File: config.mk
export PLATFORM = sky130hd
export DESIGN_NAME = sc_fibonacci_sequencer
export DESIGN_NICKNAME = d
export VERILOG_FILES = /design/src/rtl/sc_fibonacci_sequencer_pkg.sv /design/src/rtl/sc_fibonacci_sequencer_transfer_stepper.sv /design/src/rtl/sc_fibonacci_sequencer.sv
export SDC_FILE = /design/constraint.sdc
export NUM_CORES = 1
export LEC_CHECK = 0
export ABC_AREA = 1
export CAP_MARGIN = 20
export CELL_PAD_IN_SITES_DETAIL_PLACEMENT = 0
export CELL_PAD_IN_SITES_GLOBAL_PLACEMENT = 1
export CORE_MARGIN = 4
export CORE_UTILIZATION = 35
export CTS_CLUSTER_DIAMETER = 40
export DETAILED_ROUTE_END_ITERATION = 7
export GPL_TIMING_DRIVEN = 0
export PLACE_DENSITY = 0.85
export RECOVER_POWER = 50
export SYNTH_ARGS = -nofsm -noshare
export SYNTH_HDL_FRONTEND = slang
export SYNTH_SLANG_ARGS = --single-unit
File: constraint.sdc
create_clock -name SC_FIBSEQ_CLOCK_50 -period 1.7 [get_ports SC_FIBSEQ_CLOCK_50]
set_input_delay 0.34 -clock SC_FIBSEQ_CLOCK_50 [delete_from_list [all_inputs] [get_ports SC_FIBSEQ_CLOCK_50]]
set_output_delay 0.34 -clock SC_FIBSEQ_CLOCK_50 [all_outputs]
set_load 0.005 [all_outputs]
File: src/rtl/sc_fibonacci_sequencer_pkg.sv
`default_nettype none
// ============================================================================
// Module      : sc_fibonacci_sequencer_pkg
// Description : Shared definitions for the Fibonacci micro-sequencer.
//               FSM state and transfer-phase encodings, decoder/mux/ALU/
//               shifter control codes, and the helpers that map
//               (state, transfer index, phase) to a control word.
// Revision    : 1.0 - initial release
// ============================================================================
package sc_fibonacci_sequencer_pkg;

    // Native control-field widths. The top-level parameters default to these.
    localparam int c_DDS_W = 3;
    localparam int c_DMS_W = 3;
    localparam int c_DAS_W = 4;
    localparam int c_DRS_W = 2;

    typedef enum logic [2:0] {
        ST_IDLE = 3'd0,
        ST_INIT = 3'd1,
        ST_CHK  = 3'd2,
        ST_LOOP = 3'd3,
        ST_DONE = 3'd4
    } state_t;

    typedef enum logic [1:0] {
        PH_X0 = 2'd0,
        PH_X1 = 2'd1,
        PH_X2 = 2'd2
    } phase_t;

    // Decoder codes
    localparam logic [c_DDS_W-1:0] c_DEC_GEN0 = 3'b000;
    localparam logic [c_DDS_W-1:0] c_DEC_GEN1 = 3'b001;
    localparam logic [c_DDS_W-1:0] c_DEC_GEN2 = 3'b010;
    localparam logic [c_DDS_W-1:0] c_DEC_NONE = 3'b111;

    // BUSA/BUSB mux codes
    localparam logic [c_DMS_W-1:0] c_MUX_GEN0 = 3'b000;
    localparam logic [c_DMS_W-1:0] c_MUX_GEN1 = 3'b001;
    localparam logic [c_DMS_W-1:0] c_MUX_GEN2 = 3'b010;
    localparam logic [c_DMS_W-1:0] c_MUX_FIX0 = 3'b100;
    localparam logic [c_DMS_W-1:0] c_MUX_FIX1 = 3'b101;
    localparam logic [c_DMS_W-1:0] c_MUX_IDLE = 3'b111;

    // ALU opcodes
    localparam logic [c_DAS_W-1:0] c_ALU_PASS = 4'b0000;
    localparam logic [c_DAS_W-1:0] c_ALU_ADD  = 4'b1000;
    localparam logic [c_DAS_W-1:0] c_ALU_IDLE = 4'b1111;

    // Shifter: mode 11 leaves the loaded value unshifted
    localparam logic [c_DRS_W-1:0] c_SHF_NOP  = 2'b11;

    // Transfer index of the ADD inside a LOOP iteration (the carry-checked one)
    localparam logic [1:0] c_XFER_ADD = 2'd0;

    // One register transfer Rd <- op(A, B)
    typedef struct packed {
        logic [c_DDS_W-1:0] rd;
        logic [c_DMS_W-1:0] mux_a;
        logic [c_DMS_W-1:0] mux_b;
        logic [c_DAS_W-1:0] alu;
    } xfer_t;

    // Registered control word presented on the outputs
    typedef struct packed {
        logic [c_DDS_W-1:0] dec_load;
        logic [c_DMS_W-1:0] mux_a;
        logic [c_DMS_W-1:0] mux_b;
        logic [c_DAS_W-1:0] alu;
        logic               shf_load_n;
        logic               busy;
        logic               done;
    } ctrl_t;

    localparam ctrl_t c_CTRL_IDLE = '{
        dec_load   : c_DEC_NONE,
        mux_a      : c_MUX_IDLE,
        mux_b      : c_MUX_IDLE,
        alu        : c_ALU_IDLE,
        shf_load_n : 1'b1,
        busy       : 1'b0,
        done       : 1'b0
    };

    // Microprogram: which transfer a given state/index performs.
    function automatic xfer_t transfer_of(input state_t st, input logic [1:0] idx);
        xfer_t x;
        x = '{rd: c_DEC_NONE, mux_a: c_MUX_IDLE, mux_b: c_MUX_IDLE, alu: c_ALU_IDLE};
        if (st == ST_INIT) begin
            if (idx == 2'd0) x = '{rd: c_DEC_GEN0, mux_a: c_MUX_FIX0, mux_b: c_MUX_IDLE, alu: c_ALU_PASS};
            else             x = '{rd: c_DEC_GEN1, mux_a: c_MUX_FIX1, mux_b: c_MUX_IDLE, alu: c_ALU_PASS};
        end else if (st == ST_LOOP) begin
            case (idx)
                2'd0:    x = '{rd: c_DEC_GEN2, mux_a: c_MUX_GEN0, mux_b: c_MUX_GEN1, alu: c_ALU_ADD};
                2'd1:    x = '{rd: c_DEC_GEN0, mux_a: c_MUX_GEN1, mux_b: c_MUX_IDLE, alu: c_ALU_PASS};
                default: x = '{rd: c_DEC_GEN1, mux_a: c_MUX_GEN2, mux_b: c_MUX_IDLE, alu: c_ALU_PASS};
            endcase
        end
        return x;
    endfunction

    // Moore decode: X0 drives mux+ALU, X1 adds the shifter load, X2 loads Rd.
    function automatic ctrl_t decode_controls(input state_t st, input phase_t ph, input logic [1:0] idx);
        ctrl_t c;
        xfer_t x;
        c      = c_CTRL_IDLE;
        c.busy = (st != ST_IDLE) && (st != ST_DONE);
        c.done = (st == ST_DONE);
        if ((st == ST_INIT) || (st == ST_LOOP)) begin
            x = transfer_of(st, idx);
            case (ph)
                PH_X0: begin
                    c.mux_a = x.mux_a;
                    c.mux_b = x.mux_b;
                    c.alu   = x.alu;
                end
                PH_X1: begin
                    c.mux_a      = x.mux_a;
                    c.mux_b      = x.mux_b;
                    c.alu        = x.alu;
                    c.shf_load_n = 1'b0;
                end
                default: c.dec_load = x.rd;
            endcase
        end
        return c;
    endfunction

endpackage
`default_nettype wire

File: src/rtl/sc_fibonacci_sequencer_transfer_stepper.sv
`default_nettype none
// ============================================================================
// Module      : sc_transfer_stepper
// Description : Three-phase (X0/X1/X2) timing generator for one register
//               transfer. Advances while i_advance is high and falls back
//               to X0 otherwise. o_step_done marks the X2 (write-back) cycle.
// Ports       : clk, rst (async, active high), i_advance,
//               o_phase_q (current phase), o_phase_d (next phase),
//               o_step_done
// Revision    : 1.0 - initial release
// ============================================================================
module sc_transfer_stepper
    import sc_fibonacci_sequencer_pkg::*;
(
    input  wire logic clk,
    input  wire logic rst,
    input  wire logic i_advance,
    output phase_t    o_phase_q,
    output phase_t    o_phase_d,
    output logic      o_step_done
);

    phase_t r_phase_q;
    phase_t w_phase_d;

    always_comb begin
        w_phase_d = PH_X0;
        if (i_advance) begin
            case (r_phase_q)
                PH_X0:   w_phase_d = PH_X1;
                PH_X1:   w_phase_d = PH_X2;
                default: w_phase_d = PH_X0;
            endcase
        end
    end

    always_ff @(posedge clk or posedge rst) begin
        if (rst) r_phase_q <= PH_X0;
        else     r_phase_q <= w_phase_d;
    end

    assign o_phase_q   = r_phase_q;
    assign o_phase_d   = w_phase_d;
    assign o_step_done = (r_phase_q == PH_X2);

endmodule
`default_nettype wire

File: src/rtl/sc_fibonacci_sequencer.sv
`default_nettype none
// ============================================================================
// Module      : sc_fibonacci_sequencer
// Description : Start/done micro-sequencer that drives the shared register/
//               ALU/shifter datapath to compute F(N). On completion GEN0 holds
//               F(N) and GEN1 holds F(N+1) (FIX0 = 0, FIX1 = 1).
//               Build option: FIBSEQ_CARRY_ABORT_EN - abort a run on ALU
//               carry during the ADD, set error, keep the last valid pair.
// Ports       : SC_FIBSEQ_CLOCK_50, SC_FIBSEQ_RESET_InHigh (async),
//               start_InLow, count_InBUS, carry_InLow (inputs);
//               decoder clear/load, BUSA/BUSB mux, ALU, shifter clear/load/
//               shift select, busy, done, error (registered outputs).
// Revision    : 1.0 - initial release
// ============================================================================
module sc_fibonacci_sequencer
    import sc_fibonacci_sequencer_pkg::*;
#(
    parameter int DATAWIDTH_DECODER_SELECTION    = 3,
    parameter int DATAWIDTH_MUX_SELECTION        = 3,
    parameter int DATAWIDTH_ALU_SELECTION        = 4,
    parameter int DATAWIDTH_REGSHIFTER_SELECTION = 2,
    parameter int COUNT_WIDTH                    = 5
)(
    input  wire logic                                      SC_FIBSEQ_CLOCK_50,
    input  wire logic                                      SC_FIBSEQ_RESET_InHigh,
    input  wire logic                                      SC_FIBSEQ_start_InLow,
    input  wire logic [COUNT_WIDTH-1:0]                    SC_FIBSEQ_count_InBUS,
    input  wire logic                                      SC_FIBSEQ_carry_InLow,
    output logic [DATAWIDTH_DECODER_SELECTION-1:0]         SC_FIBSEQ_decoderclearselection_OutBUS,
    output logic [DATAWIDTH_DECODER_SELECTION-1:0]         SC_FIBSEQ_decoderloadselection_OutBUS,
    output logic [DATAWIDTH_MUX_SELECTION-1:0]             SC_FIBSEQ_muxselectionBUSA_OutBUS,
    output logic [DATAWIDTH_MUX_SELECTION-1:0]             SC_FIBSEQ_muxselectionBUSB_OutBUS,
    output logic [DATAWIDTH_ALU_SELECTION-1:0]             SC_FIBSEQ_aluselection_OutBUS,
    output logic                                           SC_FIBSEQ_regSHIFTERclear_OutLow,
    output logic                                           SC_FIBSEQ_regSHIFTERload_OutLow,
    output logic [DATAWIDTH_REGSHIFTER_SELECTION-1:0]      SC_FIBSEQ_regSHIFTERshiftselection_OutLow,
    output logic                                           SC_FIBSEQ_busy_OutHigh,
    output logic                                           SC_FIBSEQ_done_OutHigh,
    output logic                                           SC_FIBSEQ_error_OutHigh
);

    wire logic clk = SC_FIBSEQ_CLOCK_50;
    wire logic rst = SC_FIBSEQ_RESET_InHigh;

    state_t                 r_state_q, w_state_d;
    logic [COUNT_WIDTH-1:0] r_count_q, w_count_d;
    logic [1:0]             r_xfer_q,  w_xfer_d;
    logic                   r_error_q, w_error_d;
    ctrl_t                  r_ctrl_q,  w_ctrl_d;

    logic   w_advance;
    phase_t w_phase_q;
    phase_t w_phase_d;
    logic   w_step_done;
    logic   w_carry_abort;

    sc_transfer_stepper u_stepper (
        .clk         (clk),
        .rst         (rst),
        .i_advance   (w_advance),
        .o_phase_q   (w_phase_q),
        .o_phase_d   (w_phase_d),
        .o_step_done (w_step_done)
    );

`ifdef FIBSEQ_CARRY_ABORT_EN
    // Carry is only meaningful while the ADD is on the buses with the
    // shifter capturing it; that is the X1 cycle of the first LOOP transfer.
    assign w_carry_abort = (r_state_q == ST_LOOP) && (r_xfer_q == c_XFER_ADD) &&
                           (w_phase_q == PH_X1) && !SC_FIBSEQ_carry_InLow;
`else
    logic w_carry_unused;
    assign w_carry_unused = SC_FIBSEQ_carry_InLow;
    assign w_carry_abort  = 1'b0;
`endif

    // Next-state logic
    always_comb begin
        w_state_d = r_state_q;
        w_count_d = r_count_q;
        w_xfer_d  = r_xfer_q;
        w_error_d = r_error_q;
        w_advance = 1'b0;
        case (r_state_q)
            ST_IDLE: begin
                if (!SC_FIBSEQ_start_InLow) begin
                    w_state_d = ST_INIT;
                    w_count_d = SC_FIBSEQ_count_InBUS;
                    w_xfer_d  = 2'd0;
                    w_error_d = 1'b0;
                end
            end
            ST_INIT: begin
                w_advance = 1'b1;
                if (w_step_done) begin
                    if (r_xfer_q == 2'd1) begin
                        w_state_d = ST_CHK;
                        w_xfer_d  = 2'd0;
                    end else begin
                        w_xfer_d  = r_xfer_q + 2'd1;
                    end
                end
            end
            ST_CHK: begin
                // Zero test happens before any decrement, so no underflow.
                w_xfer_d  = 2'd0;
                w_state_d = (r_count_q == '0) ? ST_DONE : ST_LOOP;
            end
            ST_LOOP: begin
                if (w_carry_abort) begin
                    // GEN2 write-back is skipped: GEN0/GEN1 keep the last valid pair.
                    w_state_d = ST_DONE;
                    w_error_d = 1'b1;
                    w_xfer_d  = 2'd0;
                end else begin
                    w_advance = 1'b1;
                    if (w_step_done) begin
                        if (r_xfer_q == 2'd2) begin
                            w_state_d = ST_CHK;
                            w_xfer_d  = 2'd0;
                            w_count_d = r_count_q - COUNT_WIDTH'(1);
                        end else begin
                            w_xfer_d  = r_xfer_q + 2'd1;
                        end
                    end
                end
            end
            ST_DONE: begin
                if (SC_FIBSEQ_start_InLow) w_state_d = ST_IDLE;
            end
            default: w_state_d = ST_IDLE;
        endcase
    end

    // Controls are decoded from the next state so the registered outputs
    // line up with the state they describe.
    always_comb begin
        w_ctrl_d = decode_controls(w_state_d, w_phase_d, w_xfer_d);
    end

    always_ff @(posedge clk or posedge rst) begin
        if (rst) begin
            r_state_q <= ST_IDLE;
            r_count_q <= '0;
            r_xfer_q  <= 2'd0;
            r_error_q <= 1'b0;
            r_ctrl_q  <= c_CTRL_IDLE;
        end else begin
            r_state_q <= w_state_d;
            r_count_q <= w_count_d;
            r_xfer_q  <= w_xfer_d;
            r_error_q <= w_error_d;
            r_ctrl_q  <= w_ctrl_d;
        end
    end

    assign SC_FIBSEQ_decoderclearselection_OutBUS    = DATAWIDTH_DECODER_SELECTION'(c_DEC_NONE);
    assign SC_FIBSEQ_decoderloadselection_OutBUS     = DATAWIDTH_DECODER_SELECTION'(r_ctrl_q.dec_load);
    assign SC_FIBSEQ_muxselectionBUSA_OutBUS         = DATAWIDTH_MUX_SELECTION'(r_ctrl_q.mux_a);
    assign SC_FIBSEQ_muxselectionBUSB_OutBUS         = DATAWIDTH_MUX_SELECTION'(r_ctrl_q.mux_b);
    assign SC_FIBSEQ_aluselection_OutBUS             = DATAWIDTH_ALU_SELECTION'(r_ctrl_q.alu);
    assign SC_FIBSEQ_regSHIFTERclear_OutLow          = 1'b1;
    assign SC_FIBSEQ_regSHIFTERload_OutLow           = r_ctrl_q.shf_load_n;
    assign SC_FIBSEQ_regSHIFTERshiftselection_OutLow = DATAWIDTH_REGSHIFTER_SELECTION'(c_SHF_NOP);
    assign SC_FIBSEQ_busy_OutHigh                    = r_ctrl_q.busy;
    assign SC_FIBSEQ_done_OutHigh                    = r_ctrl_q.done;
    assign SC_FIBSEQ_error_OutHigh                   = r_error_q;

endmodule
`default_nettype wire

# == Yosys cells after proc, flatten, opt, wreduce, memory -nomap -nowiden ==
# Index checks and enable logic that the tools add are counted.
# totals
reg_bits,28
output_inout_bits,23
elab_cells,71
input_bits,9
# classes
addsub,2
n_eq_ne,17
n_reduce_logical,12
mux,29
# op_table
op,count
$mux W13,2
$mux W3,8
$pmux W12 S2,1
$mux W5,3
$pmux W3 S5,1
$mux W14,1
$mux W2,6
$mux W11,1
$mux W10,1
$pmux W5 S2,1
$eq A3 B2 Y1 const B,3
$eq A2 B1 Y1 const B,4
$pmux W2 S4,1
$eq A3 B1 Y1 const B,2
$eq A3 B3 Y1 const B,2
$logic_not A2 Y1,3
$logic_not A5 Y1,1
$sub A5 B1 Y5 const B,1
$eq A2 B2 Y1 const B,2
$ne A2 B2 Y1 const B,2
$pmux W2 S2,1
$reduce_and A4 Y1,1
$reduce_or A2 Y1,2
$logic_not A3 Y1,1
8 further kinds,9

# == Longest topological paths before layout ==
# Gate-level depths: netlist of the first run.
# logic_depth
ltp_word,10
mapped_depth,10
ltp_nobuf,10

# == Cells and area by module ==
# A second synthesis of the first run with hierarchy kept.
# unflattened
hier_cells,162
area_unflattened_um2,1326.3
# modules_own_cells
mod,area_each_um2,n_inst,cells_each,seq_area_each_um2
sc_fibonacci_sequencer,1249.9,1,153,563.0
sc_transfer_stepper,76.3,1,9,50.0

# == Least setup slack after synthesis of the first run ==
# No wires, ideal clock.
# synth_timing
path_kind,reg2reg
start,register r_count_q[0]
end,"register r_ctrl_q, in the netlist SC_FIBSEQ_muxselectionBUSB_OutBUS[1]"
setup_time_ps,64
t_required_ps,1636
stages_incl_launch_ff,11
path_buffers,0
setup_slack_ps,369
synth_period_minus_slack_ps,1331
arrival_time_ps,1267
path_cell_list,dfrtp_1 > inv_1 > ha_1 > inv_1 > nor2_1 > nand2_1 > nand2_1 > nand3_1 > nor2_1 > nor2_1 > nand3_1
# synth_lines
item,line,source
start: declaration,sc_fibonacci_sequencer.sv:46,"logic [COUNT_WIDTH-1:0] r_count_q, w_count_d;"
start signal: assignment,sc_fibonacci_sequencer.sv:150,r_count_q <= w_count_d;
end signal: assignment,sc_fibonacci_sequencer.sv:147,r_ctrl_q <= c_CTRL_IDLE;
end signal: assignment,sc_fibonacci_sequencer.sv:153,r_ctrl_q <= w_ctrl_d;
end: declaration,sc_fibonacci_sequencer.sv:49,"ctrl_t r_ctrl_q, w_ctrl_d;"

==> metrics, run 1 <==
result of the run completed; number of ports placed on the die boundary 32; standard-cell rows 21; sequential-to-total area share from yosys stat 0.488; routability congestion estimate from global placement between 0.7 and 0.8; Slew Viols, Final 0; grt total ovfl 0; dominant cells by area after synthesis sky130_fd_sc_hd__dfrtp_1 28%, sky130_fd_sc_hd__dfstp_2 21%, sky130_fd_sc_hd__nand2_1 12%; most instantiated flip-flop cell in the synthesis netlist sky130_fd_sc_hd__dfrtp_1; Cell Count, Final, Fillers Out 233; via count of the first global-routing pass 1025; largest net degree at the start of global routing 25; first-pass GRT wire length 4.28 mm; Static Leak 0.000820 µW; power density cells 1650 nW/µm²; Maximum Capacitance Violations 0; cell with the most instances after synthesis sky130_fd_sc_hd__nand2_1; hold-critical path depth 1; Design Power 2650 µW; area of placed instances around 1600 µm²; commonest cells in the netlist 41 x sky130_fd_sc_hd__nand2_1, 19 x sky130_fd_sc_hd__inv_1, 16 x sky130_fd_sc_hd__nor2_1, 14 x sky130_fd_sc_hd__dfrtp_1, 13 x sky130_fd_sc_hd__nand3_1; FF+latch count, synth 24; cell area after technology mapping 1260 µm²; clock tree from TritonCTS built; final routed DRC violation total 0; CORE AREA approximately 3400 µm²; kind of start point of the critical path flop; final period utilization 0.886; async set-or-reset flop fraction in the synthesized netlist 1.00; Peak Freq 0.664 GHz; Slew Limit Headroom 0.426; total area of multi-input combinational cells 503 µm²; vias per cell 4.36; Worst EP arrival 1170 ps; number of sinks on the clock net 24; post-route minimum period 1510 ps; Synth-to-Final Area Change 27.6%; final hold vios 0; cell area after layout 1600 µm²; Placed Instances 229; worst r2r dst SC_FIBSEQ_aluselection_OutBUS[3]$_DFF_PP1_; number of endpoints failing setup at the final stage 0; cell count after synthesis 155; unrepaired setup endpoints after global routing no; number of buffers added on ports 22; width of the chip between 60 and 70 µm; CP Launch Point SC_FIBSEQ_aluselection_OutBUS[2]$_DFF_PP1_; Least-Margin Pin Slew 859 ps; count of warnings emitted by yosys 0; number of antenna violations at the first check in global routing 0; r2r worst-path depth 10; count of TritonRoute iterations in the first routing pass 4; overall via count from detail_route ~1000; slack of the worst reg-to-reg path 200 ps; Crit Path Max Fanout 3; last element of the critical path SC_FIBSEQ_aluselection_OutBUS[1]; fraction of final layout cells with drive strength greater than 1 0.166; mean cell area of the mapped netlist 8.10 µm²; nature of the critical path endpoint primary output; clock transition at the register clock pins on the worst setup and hold paths after CTS 130 ps; Post-synth EDFFs 0; final wirelength 2.46 mm; Filler Cells Inserted around 330; drt first-iter violations 23; WL/cell between 10 and 15 µm; setup clock skew after layout 12.0 ps; data required time at the worst endpoint 1360 ps; area leader, netlist sky130_fd_sc_hd__dfrtp_1; chip height 67.9 µm; clock root buffer master sky130_fd_sc_hd__clkbuf_4; effective utilization at floorplan 0.371; Critical Setup Path Class flop to primary output; number of levels the H-tree was split into 1; Synth top area share 0.279; reg-to-reg critical path startpoint r_count_q[0]$_DFFE_PP0P_; count of unique library cells instantiated by Yosys 23; total track usage 0.120; type of the most critical hold path flop to flop; antenna diode count 0; DRT antenna net count 0; Peak VDD IR 0.611 mV; total negative slack 0 ps; FF/Latch Area 613 µm²; Num CTS Buffers 3; Max Root-Sink Buffers 2; clock latency on the worst-skew pair 310 ps; fin nets 199; HPWL after DPL roughly 1.9 mm; die outline area 4610 µm²
## area by class of cell
type                            instances  share of cell area
Sequential cell                        24               0.383
Timing Repair Buffer                   22               0.148
Buffer                                 11              0.0515
Inverter                               22              0.0515
Tap cell                               46              0.0359
Clock buffer                            4              0.0164
Multi-Input combinational cell        104               0.314
## cells by family after synthesis
logic type,after synthesis,share of synthesized area
simple gates,77,0.270
buf+inv,33,0.131
flops,24,0.488
compound gates,14,0.0637
xor+xnor,3,0.0209
fa+ha+maj,2,0.0199
other cells,2,0.00598
## worst min path at each step
| stage | from | to | slack [ps] |
|---|---|---|---|
| 6_report | u_stepper.o_phase_q[0]$_DFF_PP0_ | u_stepper.o_phase_q[0]$_DFF_PP0_ | 500 |
| 3_3_place_gp | u_stepper.o_phase_q[0]$_DFF_PP0_ | u_stepper.o_phase_q[0]$_DFF_PP0_ | 470 |
| 3_5_place_dp | u_stepper.o_phase_q[0]$_DFF_PP0_ | u_stepper.o_phase_q[0]$_DFF_PP0_ | 490 |
| 5_1_grt | u_stepper.o_phase_q[0]$_DFF_PP0_ | u_stepper.o_phase_q[0]$_DFF_PP0_ | 540 |
| 4_1_cts | u_stepper.o_phase_q[0]$_DFF_PP0_ | u_stepper.o_phase_q[0]$_DFF_PP0_ | 510 |
| 2_1_floorplan | SC_FIBSEQ_RESET_InHigh | SC_FIBSEQ_busy_OutHigh$_DFF_PP0_ | 350 |
## flip-flops by register name, indices dropped and copies added, names as in the netlist
signal                                 count
r_count_q                                  5
SC_FIBSEQ_decoderloadselection_OutBUS      3
SC_FIBSEQ_muxselectionBUSA_OutBUS          3
r_state_q                                  3
SC_FIBSEQ_aluselection_OutBUS              2
r_xfer_q                                   2
u_stepper.o_phase_q                        2
SC_FIBSEQ_busy_OutHigh                     1
SC_FIBSEQ_done_OutHigh                     1
SC_FIBSEQ_muxselectionBUSB_OutBUS          1
SC_FIBSEQ_regSHIFTERload_OutLow            1
## power by group
| part | internal [µW] | switching (µW) |
|---|---|---|
| clock | 91.4 | 163 |
| combinational | 586 | 758 |
| sequential | 889 | 161 |
| total | 1570 | 1080 |
## cell usage in the layout, fill, tap and decap left out
cell / instances
sky130_fd_sc_hd__clkbuf_1: 1
sky130_fd_sc_hd__dlygate4sd2_1: 4
sky130_fd_sc_hd__xor2_1: 2
sky130_fd_sc_hd__a21oi_1: 1
sky130_fd_sc_hd__dfstp_2: 10
sky130_fd_sc_hd__nand3_1: 13
sky130_fd_sc_hd__nor3_1: 2
sky130_fd_sc_hd__dfrtp_1: 14
sky130_fd_sc_hd__nand2_2: 1
sky130_fd_sc_hd__o31ai_1: 2
sky130_fd_sc_hd__inv_1: 21
sky130_fd_sc_hd__buf_4: 11
sky130_fd_sc_hd__nand2_1: 41
sky130_fd_sc_hd__nand3_2: 1
sky130_fd_sc_hd__dlygate4sd3_1: 1
sky130_fd_sc_hd__clkbuf_4: 3
sky130_fd_sc_hd__conb_1: 8
sky130_fd_sc_hd__inv_2: 1
sky130_fd_sc_hd__clkdlybuf4s50_1: 8
sky130_fd_sc_hd__xnor2_1: 1
sky130_fd_sc_hd__nor2_1: 15
sky130_fd_sc_hd__nor2_4: 2
sky130_fd_sc_hd__o21ai_0: 9
sky130_fd_sc_hd__nor2_2: 1
sky130_fd_sc_hd__dlymetal6s2s_1: 9
sky130_fd_sc_hd__nand2_4: 1
sky130_fd_sc_hd__o211ai_1: 2
sky130_fd_sc_hd__ha_1: 2
## stage by stage
| step | worst slack, ps | hold slack (ps) | utilization |
|---|---|---|---|
| final | 193 | 497 | 0.473 |
| after global routing | 35.8 | 538 | 0.473 |
| after CTS | 1.04 | 509 | 0.465 |
| after detailed placement | 93.7 | 489 | 0.459 |
| after global placement | 114 | 470 | 0.459 |
| after floorplan | 369 | 347 | - |
## timing repair
action,in CTS,in global routing
setup endpoints to repair,4,17
buffers inserted,0,0
hold buffers,0,0
gates resized for setup,4,11
## worst max-delay path: stages, from the launching register on
cell and delay, ps:
sky130_fd_sc_hd__dfstp_2 560, sky130_fd_sc_hd__buf_4 90, sky130_fd_sc_hd__dlygate4sd2_1 220
## metal layers
| layer | track usage | vias to the layer above | share of wire |
|---|---|---|---|
| met5 | 0 | - | 0 |
| met4 | 0.0298 | 0 | 0 |
| met3 | 0.0230 | 0 | 0.048 |
| met2 | 0.216 | 22 | 0.51 |
| met1 | 0.146 | 471 | 0.44 |
| li1 | - | 523 | - |
(Power assumes the default switching activity.)
==> inputs of run 2 (changes only) <==
--- a/config.mk
+++ b/config.mk
@@ -10,12 +10,15 @@
 export CELL_PAD_IN_SITES_DETAIL_PLACEMENT = 0
 export CELL_PAD_IN_SITES_GLOBAL_PLACEMENT = 1
 export CORE_MARGIN = 4
-export CORE_UTILIZATION = 35
+export CORE_UTILIZATION = 47
+export CTS_BUF_LIST = sky130_fd_sc_hd__clkbuf_2
 export CTS_CLUSTER_DIAMETER = 40
 export DETAILED_ROUTE_END_ITERATION = 7
+export DONT_BUFFER_PORTS = 1
 export GPL_TIMING_DRIVEN = 0
-export PLACE_DENSITY = 0.85
+export PLACE_DENSITY = 0.86
 export RECOVER_POWER = 50
 export SYNTH_ARGS = -nofsm -noshare
 export SYNTH_HDL_FRONTEND = slang
+export SYNTH_HIERARCHICAL = 1
 export SYNTH_SLANG_ARGS = --single-unit
==> metrics, run 2 <==
Crit Path Max Fanout 10 (was 3); largest net degree at the start of global routing 23 (was 25); slack of the worst reg-to-reg path 170 ps (was 200 ps); final wirelength 2.61 mm (was 2.46 mm); number of setup buffers added after CTS 0 (unchanged); reg-to-reg critical path startpoint r_state_q[0]$_DFF_PP0_ (was r_count_q[0]$_DFFE_PP0P_); die outline area 3740 µm² (was 4610 µm²); count of TritonRoute iterations in the first routing pass 5 (was 4); grt total ovfl 0 (unchanged); HPWL after DPL 1.93 mm (about the same); Static Leak 0.000714 µW (was 0.000820 µW); dominant cells by area after synthesis sky130_fd_sc_hd__dfrtp_1 26%, sky130_fd_sc_hd__dfstp_2 20%, sky130_fd_sc_hd__nand2_1 13% (was sky130_fd_sc_hd__dfrtp_1 28%, sky130_fd_sc_hd__dfstp_2 21%, sky130_fd_sc_hd__nand2_1 12%); number of buffers added on ports 0 (was 22); Post-synth EDFFs 0 (unchanged); final routed DRC violation total 0 (unchanged); Max Root-Sink Buffers 2 (unchanged); WL/cell 12.8 µm (was 10.6 µm); most used routing layer met2 (unchanged); count of warnings emitted by yosys 6 (was 0); utilization after layout 0.530 (was 0.473); top library cells by usage in the layout, fill and taps aside 45 x sky130_fd_sc_hd__nand2_1, 17 x sky130_fd_sc_hd__inv_1, 14 x sky130_fd_sc_hd__dfrtp_1 (was 41 x sky130_fd_sc_hd__nand2_1, 21 x sky130_fd_sc_hd__inv_1, 15 x sky130_fd_sc_hd__nor2_1); kind of start point of the critical path flop (unchanged); Placed Instances 199 (was 229); r2r worst-path depth 6 (was 10); count of unique library cells instantiated by Yosys 24 (was 23); worst r2r dst r_count_q[0]$_DFFE_PP0P_ (was SC_FIBSEQ_aluselection_OutBUS[3]$_DFF_PP1_); Critical Setup Path Class flop to flop (was flop to primary output); met1 GRT Util 0.192 (was 0.146); vias per cell 4.99 (was 4.36); standard-cell rows 19 (was 21); final period utilization 0.899 (was 0.886); number of endpoints failing setup at the final stage 0 (unchanged); commonest cells in the netlist 45 x sky130_fd_sc_hd__nand2_1, 19 x sky130_fd_sc_hd__inv_1, 14 x sky130_fd_sc_hd__dfrtp_1, 13 x sky130_fd_sc_hd__nor2_1, 12 x sky130_fd_sc_hd__buf_4 (was 41 x sky130_fd_sc_hd__nand2_1, 19 x sky130_fd_sc_hd__inv_1, 16 x sky130_fd_sc_hd__nor2_1, 14 x sky130_fd_sc_hd__dfrtp_1, 13 x sky130_fd_sc_hd__nand3_1); first-pass GRT wire length 4.33 mm (was 4.28 mm); total negative slack 0 ps (unchanged); effective utilization at floorplan 0.485 (was 0.371); result of the run finished, violations left (was completed); number of sinks on the clock net 24 (unchanged); via count of the first global-routing pass 963 (was 1025); final hold vios 12 (was 0); Peak VDD IR 1.10 mV (was 0.611 mV); most frequent standard cell in the layout excluding fill and tap cells sky130_fd_sc_hd__nand2_1 (unchanged); total track usage 0.154 (was 0.120); clock root buffer master sky130_fd_sc_hd__clkbuf_2 (was sky130_fd_sc_hd__clkbuf_4); failing checks negative hold slack; global routing met2 resource utilization 0.269 (was 0.216); number of levels the H-tree was split into 1 (unchanged); width of the chip 61.1 µm (was 67.9 µm); DRT antenna net count 0 (unchanged); cell with the most instances after synthesis sky130_fd_sc_hd__nand2_1 (unchanged); Synth-to-Final Area Change 9.15% (was 27.6%); sequential-to-total area share from yosys stat 0.462 (was 0.488); fraction of final layout cells with drive strength greater than 1 0.254 (was 0.166); clock latency on the worst-skew pair 360 ps (was 310 ps); power density cells 1780 nW/µm² (was 1650 nW/µm²); Synth top area share 0.264 (was 0.279); CORE AREA 2730 µm² (was 3390 µm²); post-route minimum period 1530 ps (was 1510 ps); setup clock skew after layout 3.65 ps (was 12.0 ps); chip height 61.1 µm (was 67.9 µm); area leader, netlist sky130_fd_sc_hd__dfrtp_1 (unchanged); Filler Cells Inserted 273 (was 329); number of antenna violations at the first check in global routing 0 (unchanged); Num CTS Buffers 3 (unchanged); drt first-iter violations 26 (was 23); cell area after technology mapping 1330 µm² (was 1260 µm²); Global Route met3 Usage 0.0189 (was 0.0230); Cell Count, Final, Fillers Out 204 (was 233); worst path setup slack after routing 172 ps (was 193 ps); unrepaired setup endpoints after global routing no (unchanged); CP Launch Point r_state_q[0]$_DFF_PP0_ (was SC_FIBSEQ_aluselection_OutBUS[2]$_DFF_PP1_); number of ports placed on the die boundary 32 (unchanged); Design Power 2580 µW (was 2650 µW); FF/Latch Area 613 µm² (unchanged); data required time at the worst endpoint 2010 ps (was 1360 ps); Peak Freq 0.654 GHz (was 0.664 GHz); clock tree from TritonCTS built (unchanged); cell count after synthesis 162 (was 155); total area of multi-input combinational cells 549 µm² (was 503 µm²); Biggest register r_count_q (unchanged); Slew Viols, Final 0 (unchanged); Slew Limit Headroom 0.446 (was 0.426); Worst EP arrival 1840 ps (was 1170 ps); nature of the critical path endpoint flop (was primary output); fin nets 185 (was 199); Maximum Capacitance Violations 0 (unchanged); most instantiated flip-flop cell in the synthesis netlist sky130_fd_sc_hd__dfrtp_1 (unchanged); type of the most critical hold path input port to asynchronous set/reset pin (was flop to flop); overall via count from detail_route 1018 (was 1016); mean cell area of the mapped netlist 8.19 µm² (was 8.10 µm²); FF+latch count, synth 24 (unchanged); number of flip-flops in the largest register 5 (unchanged); routability congestion estimate from global placement 0.849 (was 0.778); async set-or-reset flop fraction in the synthesized netlist 1.00 (unchanged); clock transition at the register clock pins on the worst setup and hold paths after CTS 250 ps (was 130 ps); WHS -15.1 ps (was 497 ps); antenna diode count 0 (unchanged); Least-Margin Pin Slew 830 ps (was 859 ps); worst setup timing slack at the placement stage 74.7 ps (was 93.7 ps)
[run 2: cell count changes after synthesis, moves of 3 or more]
cell | previous run | this run
sky130_fd_sc_hd__nand2_1 | 41 | 45
sky130_fd_sc_hd__nand4_1 | 0 | 4
sky130_fd_sc_hd__nor2_1 | 16 | 13
sky130_fd_sc_hd__o21ai_0 | 9 | 4
sky130_fd_sc_hd__o21ai_1 | 0 | 5
sky130_fd_sc_hd__nand3_1 | 13 | 10
[run 2: layout make-up]
cell class              count  share of cell area
clock buffers               3              0.0104
inverters                  24              0.0622
repair buffers              1             0.00691
well taps                  31              0.0268
multi-input cells         107               0.379
clock inverters             1              0.0207
plain buffers              13              0.0700
flip-flops and latches     24               0.424
[run 2: worst max-delay path by stage]
stage,end,cells past startpoint
2_1_floorplan,SC_FIBSEQ_decoderloadselection_OutBUS[0]$_DFF_PP1_,7
5_1_grt,SC_FIBSEQ_decoderloadselection_OutBUS[0]$_DFF_PP1_,10
4_1_cts,SC_FIBSEQ_decoderloadselection_OutBUS[0]$_DFF_PP1_,7
6_report,r_count_q[0]$_DFFE_PP0P_,6
3_5_place_dp,SC_FIBSEQ_decoderloadselection_OutBUS[0]$_DFF_PP1_,9
3_3_place_gp,SC_FIBSEQ_decoderloadselection_OutBUS[0]$_DFF_PP1_,9
[run 2: where the power goes]
group	internal (µW)	total [µW]	switching, µW	leakage, µW
Clock	202	395	192	0.0000266
Combinational	406	1140	737	0.000406
Sequential	878	1050	167	0.000282
[run 2: critical path, cell delays in order, from the launching register on]
cell	delay, ps
sky130_fd_sc_hd__dfrtp_1	440
sky130_fd_sc_hd__buf_6	130
sky130_fd_sc_hd__nor2_1	250
sky130_fd_sc_hd__nand3_2	170
sky130_fd_sc_hd__a22oi_4	320
sky130_fd_sc_hd__nand2_1	90
sky130_fd_sc_hd__o21ai_1	80
[run 2: kinds of logic after synthesis]
logic type      Yosys count  synth area share
compound gates           15            0.0745
fa+ha+maj                 2            0.0189
buf+inv                  37             0.144
flops                    24             0.462
other cells               2           0.00566
simple gates             82             0.294
[run 2: layer usage]
metal	routed length [µm]	up-vias
li1	-	511
met1	1120	478
met2	1300	24
met3	134	5
met4	48	0
met5	0	-
[run 2: repair_timing]
| item | 4_1_cts | 5_1_grt |
|---|---|---|
| hold endpoints to repair | 2 | 0 |
| resized for setup | 0 | 5 |
| setup endpoints to repair | 0 | 12 |
| hold buffers | 1 | 0 |
[run 2: stage by stage]
stage / area, µm² / hold slack (ps)
floorplan: 1350 / 81.2
global placement: 1390 / 83.7
detailed placement: 1390 / 89.5
CTS: 1440 / 9.37
global route: 1450 / 43.5
finish: 1450 / -15.1
==> inputs of run 3 (changes only) <==
--- a/config.mk
+++ b/config.mk
@@ -9,7 +9,6 @@
 export CAP_MARGIN = 20
 export CELL_PAD_IN_SITES_DETAIL_PLACEMENT = 0
 export CELL_PAD_IN_SITES_GLOBAL_PLACEMENT = 1
-export CORE_MARGIN = 4
 export CORE_UTILIZATION = 47
 export CTS_BUF_LIST = sky130_fd_sc_hd__clkbuf_2
 export CTS_CLUSTER_DIAMETER = 40
==> metrics, run 3 (synthesized netlist as in run 2, its figures left out) <==
grt total ovfl 0 (unchanged); chip height 55.1 µm (was 61.1 µm); Slew Viols, Final 0 (unchanged); clock root buffer master sky130_fd_sc_hd__clkbuf_2 (unchanged); number of endpoints failing setup at the final stage 0 (unchanged); total track usage 0.183 (was 0.154); post-route minimum period 1530 ps (about the same); count of TritonRoute iterations in the first routing pass 4 (was 5); result of the run completed (was finished, violations left); first-pass GRT wire length 3.94 mm (was 4.33 mm); number of buffers added on ports 0 (unchanged); data required time at the worst endpoint 2010 ps (about the same); FF/Latch Area 613 µm² (unchanged); fraction of final layout cells with drive strength greater than 1 0.249 (was 0.254); clock transition at the register clock pins on the worst setup and hold paths after CTS 240 ps (was 250 ps); nature of the critical path endpoint flop (unchanged); worst setup timing slack at the placement stage 40.7 ps (was 74.7 ps); power density cells 1760 nW/µm² (was 1780 nW/µm²); type of the most critical hold path input port to asynchronous set/reset pin (unchanged); Worst EP arrival 1840 ps (about the same); Peak Freq 0.653 GHz (was 0.654 GHz); Slew Limit Headroom 0.449 (was 0.446); drt first-iter violations 18 (was 26); WL/cell 11.9 µm (was 12.8 µm); setup clock skew after layout 10.6 ps (was 3.65 ps); Crit Path Max Fanout 5 (was 10); reg-to-reg critical path startpoint r_count_q[0]$_DFFE_PP0P_ (was r_state_q[0]$_DFF_PP0_); die outline area 3040 µm² (was 3740 µm²); Num CTS Buffers 3 (unchanged); Filler Cells Inserted 246 (was 273); kind of start point of the critical path flop (unchanged); antenna diode count 0 (unchanged); Max Root-Sink Buffers 2 (unchanged); width of the chip 55.1 µm (was 61.1 µm); Critical Setup Path Class flop to flop (unchanged); vias per cell 4.97 (was 4.99); number of ports placed on the die boundary 32 (unchanged); standard-cell rows 18 (was 19); total area of multi-input combinational cells 554 µm² (was 549 µm²); most frequent standard cell in the layout excluding fill and tap cells sky130_fd_sc_hd__nand2_1 (unchanged); worst path setup slack after routing 168 ps (was 172 ps); number of setup buffers added after CTS 0 (unchanged); overall via count from detail_route 1008 (was 1018); Biggest register r_count_q (unchanged); final wirelength 2.41 mm (was 2.61 mm); via count of the first global-routing pass 949 (was 963); CORE AREA 2570 µm² (was 2730 µm²); fin nets 185 (unchanged); HPWL after DPL 1.83 mm (was 1.93 mm); effective utilization at floorplan 0.517 (was 0.485); Maximum Capacitance Violations 0 (unchanged); Least-Margin Pin Slew 826 ps (was 830 ps); Synth-to-Final Area Change 9.43% (was 9.15%); number of levels the H-tree was split into 1 (unchanged); CP Launch Point r_count_q[0]$_DFFE_PP0P_ (was r_state_q[0]$_DFF_PP0_); total negative slack 0 ps (unchanged); Peak VDD IR 0.906 mV (was 1.10 mV); final routed DRC violation total 0 (unchanged); unrepaired setup endpoints after global routing no (unchanged); number of sinks on the clock net 24 (unchanged); number of antenna violations at the first check in global routing 0 (unchanged); r2r worst-path depth 8 (was 6); clock tree from TritonCTS built (unchanged); final hold vios 0 (was 12); top library cells by usage in the layout, fill and taps aside 45 x sky130_fd_sc_hd__nand2_1, 19 x sky130_fd_sc_hd__inv_1, 14 x sky130_fd_sc_hd__dfrtp_1 (was 45 x sky130_fd_sc_hd__nand2_1, 17 x sky130_fd_sc_hd__inv_1, 14 x sky130_fd_sc_hd__dfrtp_1); final period utilization 0.901 (was 0.899); routability congestion estimate from global placement 0.855 (was 0.849); clock latency on the worst-skew pair 340 ps (was 360 ps); number of flip-flops in the largest register 5 (unchanged); largest net degree at the start of global routing 23 (unchanged); Static Leak 0.000721 µW (was 0.000714 µW); DRT antenna net count 0 (unchanged)
## run 3: cell types whose count changed in the layout (fill, tap and decap cells not counted)
| cell | change |
|---|---|
| sky130_fd_sc_hd__inv_1 | +2 |
| sky130_fd_sc_hd__inv_2 | -2 |
| sky130_fd_sc_hd__nand3_1 | -1 |
| sky130_fd_sc_hd__nand3_2 | +1 |
## run 3: path summary, 6_finish.rpt
path,end,slack [ps]
max,SC_FIBSEQ_decoderloadselection_OutBUS[0]$_DFF_PP1_,170
min,r_state_q[0]$_DFF_PP0_,0.7
max reg2reg,SC_FIBSEQ_decoderloadselection_OutBUS[0]$_DFF_PP1_,170
min reg2reg,u_stepper/o_phase_q[1]$_DFF_PP0_,540
max in group asynchronous,r_count_q[0]$_DFFE_PP0P_,1190
min in group SC_FIBSEQ_CLOCK_50,r_count_q[3]$_DFFE_PP0P_,190
## run 3: per-layer routing
layer / vias up / GRT usage / wire length (µm)
met3: 2 / 0.0273 / 89
li1: 509 / - / -
met2: 20 / 0.311 / 1210
met5: - / 0 / 0
met4: 0 / 0.0625 / 19
met1: 477 / 0.235 / 1100
## run 3: critical path, stage by stage, from the launching register on
cell and delay (ps):
sky130_fd_sc_hd__dfrtp_1 430, sky130_fd_sc_hd__inv_1 140, sky130_fd_sc_hd__ha_1 180, sky130_fd_sc_hd__nand3_1 140, sky130_fd_sc_hd__nand2_1 140, sky130_fd_sc_hd__nand2_1 90, sky130_fd_sc_hd__nor2_4 210, sky130_fd_sc_hd__nor2_2 80
sky130_fd_sc_hd__nand3b_1 100
## run 3: timing repair
action,in CTS,in global routing
resized for setup,1,2
hold buffers,1,0
endpoints found under the hold margin,2,0
setup endpoints to repair,1,7
## run 3: metrics by stage
stage	cell area (µm²)	hold WS (ps)	instances	total power, µW	util
CTS	1440	29.1	203	2570	0.562
floorplan	1350	81.2	168	1950	-
finish	1450	0.680	203	2560	0.565
global route	1450	48.4	203	2830	0.565
detailed placement	1390	86.8	198	2180	0.540
global placement	1390	83.3	198	2140	0.540
## run 3: area by class of cell
type / count / share of cell area
tap: 30 / 0.0259
clock inverter: 1 / 0.0207
multi-input combinational: 107 / 0.382
clock buffer: 3 / 0.0103
timing repair buffer: 1 / 0.00690
buffer: 13 / 0.0698
sequential: 24 / 0.422
inverter: 24 / 0.0621
## run 3: report_power, final
part | internal (µW) | switching (µW)
clock network | 203 | 176
registers | 878 | 160
logic | 409 | 735
total | 1490 | 1070
==> RTL change 1 (flow settings as in run 1) <==
Change the parameter `DATAWIDTH_REGSHIFTER_SELECTION` from 2 to 1.
--- a/src/rtl/sc_fibonacci_sequencer.sv
+++ b/src/rtl/sc_fibonacci_sequencer.sv
@@ -19,5 +19,5 @@
     parameter int DATAWIDTH_MUX_SELECTION        = 3,
     parameter int DATAWIDTH_ALU_SELECTION        = 4,
-    parameter int DATAWIDTH_REGSHIFTER_SELECTION = 2,
+    parameter int DATAWIDTH_REGSHIFTER_SELECTION = 1,
     parameter int COUNT_WIDTH                    = 5
 )(
Ports: changed (resized SC_FIBSEQ_regSHIFTERshiftselection_OutLow); port bits go from 32 to 31. No check against the original RTL was run, so the function may have changed too.
==> RTL change 1 against run 1 <==
Synthesized area fell by 0.60%; hold slack got worse by 6.6 ps; design area grew 1.1%; total power increased by 6.2%; highest routed layer is now met4; clock power rose by 64%; sequential share of layout area down 0.41 points; clock skew decreased by 9.2 ps; sequential cell count stayed put; largest power group unchanged; first-iteration DRC count down 8.7%; critical path depth rose by 1; setup slack worse by 120 ps; wire length up 0.41%; critical endpoint is now SC_FIBSEQ_aluselection_OutBUS[2].
==> RTL change 1: results (changes against run 1) <==
[critical_path]
critical_path_peak_fanout=2  ; -1
regToRegSetupSlack_ps=220  ; +20 ps
critical_path.endpoint=SC_FIBSEQ_aluselection_OutBUS[2]

[place]
post_dp_cell_area_um2=1550  ; -0.72%
dpl_worst_slack_ps=77.5  ; -16.2 ps
gp_congestion=0.777  ; -0.17%
post-dp-hpwl_um=1920  ; -0.84%

[pwr]
power.switching_fraction_pct=39.1  ; -1.7 points
power.ir.vdd_worst_mv=0.555  ; -9.1%
cellLeakagePower_nw=0.813  ; -0.87%

[cells_and_area]
data_buffer_area_share_pct=18.8  ; -1.1 points
fraction_of_standard_cell_area_in_multi_input_logic_pct=31.4  ; +0.047 points
postLayoutCellArea_um2=1620  ; +1.1%
layout.nets=198  ; -0.50%

[routing]
m1WireLength_um=1100  ; +0.83%
wire_per_inst_um=10.7  ; +0.84%
uppermost_metal_layer_occupied_by_signal_nets=met4
viasPerCell=4.34  ; -0.56%
detail_route.iter0.violations=21  ; -8.7%

[synth]
synth_compound_gate_area_share_pct=6.41  ; +0.038 points
yosysSeqAreaShare_pct=49.1  ; +0.29 points
synth_area_per_cell_um2=8.11  ; about the same
synth.area.top_cells=dfrtp_1 (28%), dfstp_2 (21%), nand2_1 (12%)

[global_route]
first_global_vias=979  ; -4.5%
grt_pass1_wl_um=4110  ; -3.9%
globalRouteTotalUtil_pct=11.9  ; -0.082 points

[timing]
clock.fmax_mhz=616  ; -7.1%
hold_ws_ps=490  ; -6.56 ps
max_slew.worst_pin.slew_ps=904  ; +44.9 ps

[outcome]
status=finished clean

==> RTL change 1: critical path, stage by stage, from the launching register on <==
cell and delay (ps):
dfstp_2 550, buf_4 100, buf_4 80, dlygate4sd2_1 230
==> RTL change 1: power groups by stage <==
stage,Sequential (mW),Clock [mW],Combinational [mW]
after global placement,1.05,0,1.37
final,1.04,0.417,1.35
after global routing,1.08,0.454,1.55
after detailed placement,1.07,0,1.39
after CTS,1.05,0.425,1.35
after floorplan,1.05,0,0.876
==> RTL change 1: kinds of logic after synthesis <==
kind of cell / after synthesis
AND/OR/NAND/NOR: 77
buffers and inverters: 32
flip-flops: 24
AO/OA/AOI/OAI: 14
XOR/XNOR: 3
adder cells (fa/ha/maj): 2
other: 2
==> RTL change 1: what timing repair did <==
item / in CTS / in global routing
setup endpoints to repair: 8 / 13
resized for setup: 8 / 9
setup buffers: 1 / 0
hold endpoints to repair: 0 / 0
pin swaps: 0 / 1
==> RTL change 2 (config.mk and constraints of run 1) <==
Made on the original files. The 5 states of `state_t` get a one-hot encoding in 5 bits.
--- a/src/rtl/sc_fibonacci_sequencer_pkg.sv
+++ b/src/rtl/sc_fibonacci_sequencer_pkg.sv
@@ -16,10 +16,10 @@
     localparam int c_DRS_W = 2;
 
-    typedef enum logic [2:0] {
-        ST_IDLE = 3'd0,
-        ST_INIT = 3'd1,
-        ST_CHK  = 3'd2,
-        ST_LOOP = 3'd3,
-        ST_DONE = 3'd4
+    typedef enum logic [4:0] {
+        ST_IDLE = 5'b00001,
+        ST_INIT = 5'b00010,
+        ST_CHK  = 5'b00100,
+        ST_LOOP = 5'b01000,
+        ST_DONE = 5'b10000
     } state_t;
 
Formal check against the unedited RTL: same outputs for any inputs over 10 cycles, from zero or initial values and one cycle with SC_FIBSEQ_RESET_InHigh high; not proved beyond that.
==> RTL change 2 against run 1 <==
Count of clock-buffer cells in the layout unchanged; hold slack got worse by 25 ps; wire length increased by 7.1%; clock skew decreased by 10 ps; combinational power decreased by 21%; design area increased by 14%; synthesized area increased by 14%; total power decreased by 6.3%; first-iteration DRC count increased by 70%; global-route usage decreased by 1.5 points; sequential cell count increased by 2; cell count increased by 9.4%; setup slack got worse by 140 ps; register-to-register slack got worse by 80 ps; largest power group unchanged; highest routed layer is now met4.
==> RTL change 2: results (changes against run 1) <==
[min_path]
worst_hold_startpoint=SC_FIBSEQ_start_InLow
hp-class=in2reg
hold_path_depth=2  ; +1

[cells_and_area]
reg_top3=r_count_q: 5 flops, r_state_q: 5 flops
n_all_inverters=26  ; +18%
clockBufferCount=4  ; unchanged
fraction_of_final_layout_cells_sized_beyond_drive_strength_1_pct=23.4  ; +6.8 points
antennaDiodeCount=0  ; unchanged
ff_latch_area_um2=664  ; +8.4%
layout.nets=217  ; +9.0%
fillers=412  ; +25%
data_buffer_area_share_pct=16.7  ; -3.3 points
final.signal_buffer_count=34  ; +3.0%
multiInputGateArea_um2=629  ; +25%
multi_input_comb_cells=115  ; +11%
nFlopsAndLatches=26  ; +8.3%
clockNetworkAreaShare_pct=3.63  ; +2.0 points
finalNonFillerCells=255  ; +9.4%

[critical_path]
number_of_cells_traversed_by_the_worst_register_to_register_path=8  ; -2
regToRegSetupSlack_ps=120  ; -80 ps
worst_path_largest_cell_delay_ps=550
worst_ep_arrival_time_ps=1310  ; +140 ps
regToRegEndpoint=SC_FIBSEQ_muxselectionBUSA_OutBUS[0]
worst_r2r_startpoint=r_state_q[0]
cp_top_family=flip-flops
critical_path.endpoint=SC_FIBSEQ_aluselection_OutBUS[0]

[place]
numPlacedInstances=250  ; +9.2%
post-dp-hpwl_um=2000  ; +3.3%
io_buffers=21  ; -4.5%
post_dp_cell_area_um2=1730  ; +11%
gp_congestion=0.828  ; +6.4%

[timing]
fin_skew_ps=1.66  ; -10.3 ps
slew_headroom_pct=62.5  ; +20 points
hold_ws_ps=472  ; -24.8 ps

[synth]
yosysSeqAreaShare_pct=46.2  ; -2.6 points
synth.top_cells.by_count=nand2_1 (39), inv_1 (18), dfrtp_1 (15), nor2_1 (13), nand3_1 (12)
synth_xor_area_share_pct=0.609  ; -1.5 points
synth.area.top_cells=dfrtp_1 (26%), dfstp_2 (20%), nand2_1 (10%)
synth_compound_gate_area_share_pct=9.57  ; +3.2 points
post_synthesis_adder_cell_area_fraction_pct=1.74  ; -0.25 points
post_synthesis_mux_area_share_pct=0.696  ; +0.70 points
synth_cell_types=30  ; +30%

[pwr]
switching_power_mw=0.942  ; -13%
cellLeakagePower_nw=0.880  ; +7.3%
power.ir.vdd_worst_mv=0.587  ; -3.8%

[clock_network]
clk_transition_reported_paths_ps=90  ; -40 ps
clkLatencyLatePin_ps=270  ; -40 ps
clock_tree.root_cell=clkbuf_8

[routing]
drt-total-wl_um=2640  ; +7.1%
detail_route.iter0.violations=39  ; +70%
viasPerCell=4.43  ; +1.6%

[floorplan]
fp.dieArea_um2=5200  ; +13%

[global_route]
grt_max_degree=27  ; +8.0%
globalRouteTotalUtil_pct=10.5  ; -1.5 points
grt_pass1_wl_um=4360  ; +1.9%
first_global_vias=975  ; -4.9%

[outcome]
status=finished clean

-- RTL change 2: per-layer routing --
metal | up-vias | wire, µm | global-route usage (%) | share of wire [%]
met5 | - | 0 | 0 | 0
met4 | 0 | 27 | 3.13 | 1.0
met2 | 26 | 1160 | 15.5 | 44
met3 | 4 | 162 | 2.22 | 6.1
met1 | 501 | 1290 | 15.5 | 49
li1 | 599 | - | - | -
-- RTL change 2: metrics by stage --
step | utilization, % | setup WS (ps)
floorplan | - | 263
global placement | 43.3 | 38.6
detailed placement | 43.3 | 37.6
CTS | 44.9 | 14.6
global route | 45.6 | -10.5
finish | 45.6 | 52.0
-- RTL change 2: what timing repair did --
action,CTS,global route
hold buffers,0,0
gates resized for setup,3,3
endpoints found under the setup margin,3,13
-- RTL change 2: power groups by stage --
stage               clock network (mW)  registers, mW  logic [mW]
CTS                              0.466          0.965        1.04
detailed placement                   0          0.976        1.05
finish                           0.453          0.969        1.06
floorplan                            0          0.961       0.740
global route                     0.486          0.996        1.20
global placement                     0          0.975        1.04
